<file path="src/rtl/exe_mem_pipe_reg.sv">
// EXE->MEM pipeline register: valid/ready handshake, optional two-entry skid
// buffer giving a fully registered in_ready, and a synchronous flush to bubbles.
module exe_mem_pipe_reg #(
  parameter int CTRL_W = 3,
  parameter int DATA_W = 32,
  parameter int DEST_W = 4,
  parameter int SKID   = 1
) (
  input  logic              clk,
  input  logic              rst,
  input  logic              flush,
  input  logic              in_valid,
  output logic              in_ready,
  input  logic [CTRL_W-1:0] ctrl_in,
  input  logic [DATA_W-1:0] alu_result_in,
  input  logic [DATA_W-1:0] st_val_in,
  input  logic [DEST_W-1:0] dest_in,
  output logic              out_valid,
  input  logic              out_ready,
  output logic [CTRL_W-1:0] ctrl,
  output logic [DATA_W-1:0] alu_result,
  output logic [DATA_W-1:0] st_val,
  output logic [DEST_W-1:0] dest,
  output logic [1:0]        occupancy
);

  localparam int PAY_W = CTRL_W + 2 * DATA_W + DEST_W;

  logic [PAY_W-1:0] in_pay;
  logic [PAY_W-1:0] main_q, main_d;
  logic [PAY_W-1:0] skid_q, skid_d;
  logic             main_valid_q, main_valid_d;
  logic             skid_valid_q, skid_valid_d;
  logic             accept;
  logic             drain;

  assign in_pay   = {ctrl_in, alu_result_in, st_val_in, dest_in};
  assign in_ready = (SKID != 0) ? ~skid_valid_q : (~main_valid_q | out_ready);
  assign accept   = in_valid & in_ready;
  assign drain    = main_valid_q & out_ready;

  always_comb begin
    main_d       = main_q;
    skid_d       = skid_q;
    main_valid_d = main_valid_q;
    skid_valid_d = skid_valid_q;
    if (flush) begin
      main_valid_d = 1'b0;
      skid_valid_d = 1'b0;
    end else if (!main_valid_q || drain) begin
      // A waiting skid entry is older than anything upstream, so it goes first.
      if (skid_valid_q) begin
        main_d       = skid_q;
        main_valid_d = 1'b1;
        skid_valid_d = 1'b0;
      end else begin
        main_valid_d = accept;
        if (accept) begin
          main_d = in_pay;
        end
      end
    end else if (accept && (SKID != 0)) begin
      skid_d       = in_pay;
      skid_valid_d = 1'b1;
    end
  end

  always_ff @(posedge clk) begin
    if (!rst) begin
      main_q       <= '0;
      skid_q       <= '0;
      main_valid_q <= 1'b0;
      skid_valid_q <= 1'b0;
    end else begin
      main_q       <= main_d;
      skid_q       <= skid_d;
      main_valid_q <= main_valid_d;
      skid_valid_q <= skid_valid_d;
    end
  end

  // Control bits are gated so a bubble can never enable memory or write-back.
  assign out_valid  = main_valid_q;
  assign ctrl       = main_valid_q ? main_q[PAY_W-1 -: CTRL_W] : '0;
  assign alu_result = main_q[DEST_W + 2 * DATA_W - 1 -: DATA_W];
  assign st_val     = main_q[DEST_W + DATA_W - 1 -: DATA_W];
  assign dest       = main_q[DEST_W-1:0];
  assign occupancy  = {main_valid_q & skid_valid_q, main_valid_q ^ skid_valid_q};

endmodule

</file>
<file path="config.mk">
export PLATFORM = sky130hd
export DESIGN_NAME = exe_mem_pipe_reg
export DESIGN_NICKNAME = d
export VERILOG_FILES = /design/src/rtl/exe_mem_pipe_reg.sv
export SDC_FILE = /design/constraint.sdc
export NUM_CORES = 1
export LEC_CHECK = 0
export ABC_CLOCK_PERIOD_IN_PS = 2200
export CORE_MARGIN = 2
export CORE_UTILIZATION = 55
export CTS_BUF_LIST = sky130_fd_sc_hd__clkbuf_8 sky130_fd_sc_hd__clkbuf_16
export CTS_CLUSTER_SIZE = 28
export DETAILED_ROUTE_END_ITERATION = 10
export MAX_ROUTING_LAYER = met4
export PLACE_DENSITY = 0.89
export SETUP_SLACK_MARGIN = 0.05
export SKIP_LAST_GASP = 1
export SLEW_MARGIN = 5
export SYNTH_ARGS = -nofsm -noshare
export SYNTH_HDL_FRONTEND = slang
export SYNTH_SLANG_ARGS = --single-unit
</file>
<file path="constraint.sdc">
create_clock -name clk -period 2.2 [get_ports clk]
set_input_delay 0.44 -clock clk [delete_from_list [all_inputs] [get_ports clk]]
set_output_delay 0.44 -clock clk [all_outputs]
set_load 0.05 [all_outputs]
</file>
==> results.toml <==
[global_routing]
grt-ovfl-total = 0
grt_pass1_vias = 5185
antenna_found_initial = 0
grt_max_degree = 73
grt_usage_pct = 25.5
grt_pass1_wl_um = 25800

[logic_synthesis]
synthXorXnorAreaFrac_pct = 0
synth_cell_types = 20
synth_top_family_by_area = "multiplexers"
syn_area_um2 = 6880
syn_avg_cell_area_um2 = 9.62
ys_seq_area_share_pct = 41.9
synth_compound_area_share_pct = 10.6
netlist_instances = 715
synth_seq_cells = 144
synth-adder-area-share_pct = 0.182
yosys.area_share.simple_pct = 13.8
synth_warnings = 0
syn-num-nets = 792
synth_mux_area_share_pct = 20.7

[setup_path]
slowest_stage = "clkdlybuf4s50_1"
crit_family = "buffers and inverters"
rr_worst_depth = 3
worstPathCellList = "clkdlybuf4s50_1"
r2r_start = "skid_valid_q$_SDFFE_PP0P_"
worstSetupEndpointType = "output pin"
r2r_end = "main_q[60]$_SDFFE_PN0P_"
critPathBufInv = 1
critPathKind = "reg -> out"
startpoint_type = "register"
crit_path_max_fanout = 2
cp_slowest_stage_delay_ns = 0.83
required_ns = 1.76
cp.arrival_ns = 1.63
r2r_setup_slack_ns = 0.34

[run]
maxCapViolCount = 0

[final_layout]
nNetsFinal = 843
final_cell_mix = "143 x dfxtp_1, 142 x mux2i_1, 142 x nand2_1, 142 x clkdlybuf4s50_1"
final_common_cell = "dfxtp_1"
antenna_cells = 0
syn_to_final_growth_pct = 22.4
drive_gt1_share_pct = 7.20

[clock_network]
cts_root_buf = "clkbuf_16"
cts_tree = "yes"
ctsHoldBuffers = 0
clk_pin_slew_ns = 0.06
clock_sinks = 144
cts_setup_buffers = 0
h-tree-depth = 4
insertion_delay_ns = 0.43
numCtsBuffers = 17
clockBufferDepth = 2
cts_resized = 0

[sta]
hold_viol = 0
fmax_mhz = 483
post-route-period-util_pct = 94.1
setup_tns_ns = 0
slew_headroom_pct = 45.5
slew_viol_final = 0
worst_slack_ns = 0.130
setup_viol = 0
tightest_slew_ns = 0.817
rsz0062_at_grt = "false"
fin_worst_skew_ns = 0.00534
fin_crit_ns = 2.07

[floorplan]
die_w_um = 116
coreArea_um2 = 12100
start_util_pct = 56.8
io_pins = 151
die_area_um2 = 13400
rows = 40
die_h_um = 116

[min_path]
min_to = "main_q[48]$_SDFFE_PN0P_"
min_path_cells = 2
worst_hold_path_type = "in -> reg"
min_from = "rst"

[routing]
routed_wl_um = 16200
drt-wirelength-per-cell_um = 17.1
ant_nets = 0
via_per_inst = 5.59
drc = 0
num_vias = 5292
dr.pass1.iters = 5
drt_iter0_drc = 385

[outcome]
outcome = "finished clean"

[place]
portBuffers = 150
dp_slack_ns = 0.0146
dp_hpwl_um = 10600
globalplace.congestion = 0.839

[power_and_ir_drop]
peakVddDrop_mv = 0.457
power.leakage_nw = 3.62
powerDensity_nw_per_um2 = 763
flip-flops by register name, summed over array words and instances, names as in the netlist:
signal        count
skid_q           71
main_q           71
out_valid         1
skid_valid_q      1
per-layer routing:
| layer | part of all wire (%) | global-route usage, % | up-vias | wire [µm] |
|---|---|---|---|---|
| li1 | - | - | 2514 | - |
| met1 | 43 | 30.9 | 2572 | 6960 |
| met2 | 50 | 41.7 | 181 | 8030 |
| met3 | 6.1 | 7.11 | 25 | 986 |
| met4 | 1.4 | 6.98 | 0 | 225 |
| met5 | 0 | - | - | 0 |
cells by family (layout without fill, tap and decap cells):
| kind of cell | after synthesis | after routing |
|---|---|---|
| flops | 144 | 144 |
| fa+ha+maj | 1 | 1 |
| simple gates | 222 | 222 |
| buf+inv | 133 | 196 |
| compound gates | 73 | 73 |
| mux | 142 | 142 |
where the power goes:
| part | switching (mW) | internal (mW) | total [mW] |
|---|---|---|---|
| clock network | 1.05 | 1.59 | 2.64 |
| registers | 0.0657 | 2.71 | 2.78 |
| logic | 0.598 | 0.405 | 1.00 |
| total | 1.71 | 4.71 | 6.42 |
worst max-delay path by stage:
stage / to / startpoint / cells past startpoint / slack [ns]
after floorplan: skid_q[0]$_SDFFE_PN0P_ / out_valid$_SDFFE_PP0P_ / 5 / 0.51
after global placement: main_q[21]$_SDFFE_PN0P_ / flush / 4 / 0.09
after detailed placement: main_q[60]$_SDFFE_PN0P_ / flush / 4 / 0.01
after CTS: alu_result[1] / main_q[37]$_SDFFE_PN0P_ / 1 / 0.11
after global routing: alu_result[1] / main_q[37]$_SDFFE_PN0P_ / 1 / 0.10
final: alu_result[1] / main_q[37]$_SDFFE_PN0P_ / 1 / 0.13
through the flow:
stage / area [µm²] / hold slack (ns) / power [mW] / utilization [%] / instances
global placement: 7870 / 0.441 / 3.80 / 65.0 / 915
detailed placement: 7870 / 0.448 / 3.83 / 65.0 / 915
CTS: 8410 / 0.407 / 6.46 / 69.5 / 946
floorplan: 6880 / 0.434 / 3.55 / - / 715
global route: 8410 / 0.429 / 6.63 / 69.5 / 946
finish: 8410 / 0.426 / 6.42 / 69.5 / 946
Yosys cell counts:
library cell	number	area share (%)
dfxtp_1	144	42
buf_4	70	7.6
nor4b_1	1	0.13
ha_1	1	0.18
o21ba_1	1	0.15
nor2_1	1	0.055
and2_1	3	0.27
inv_2	1	0.055
and2_4	1	0.13
nor3_1	1	0.073
nand2_1	142	7.8
a21oi_1	1	0.073
buf_1	1	0.055
nand3_1	71	5.2
mux2i_1	142	21
buf_2	10	0.73
clkbuf_1	36	2.0
buf_6	15	2.5
nand2b_1	2	0.18
o211a_1	71	10
layout make-up:
type                       count  area [µm²]
clock buffer                  23         508
fill                         919        3700
inverter                       1        3.75
sequential                   144        2890
tap                          168         210
multi-input combinational    438        3110
clock inverter                 8        38.8
timing repair buffer         164        1650
Note: power is estimated with default switching activity, not from simulation.
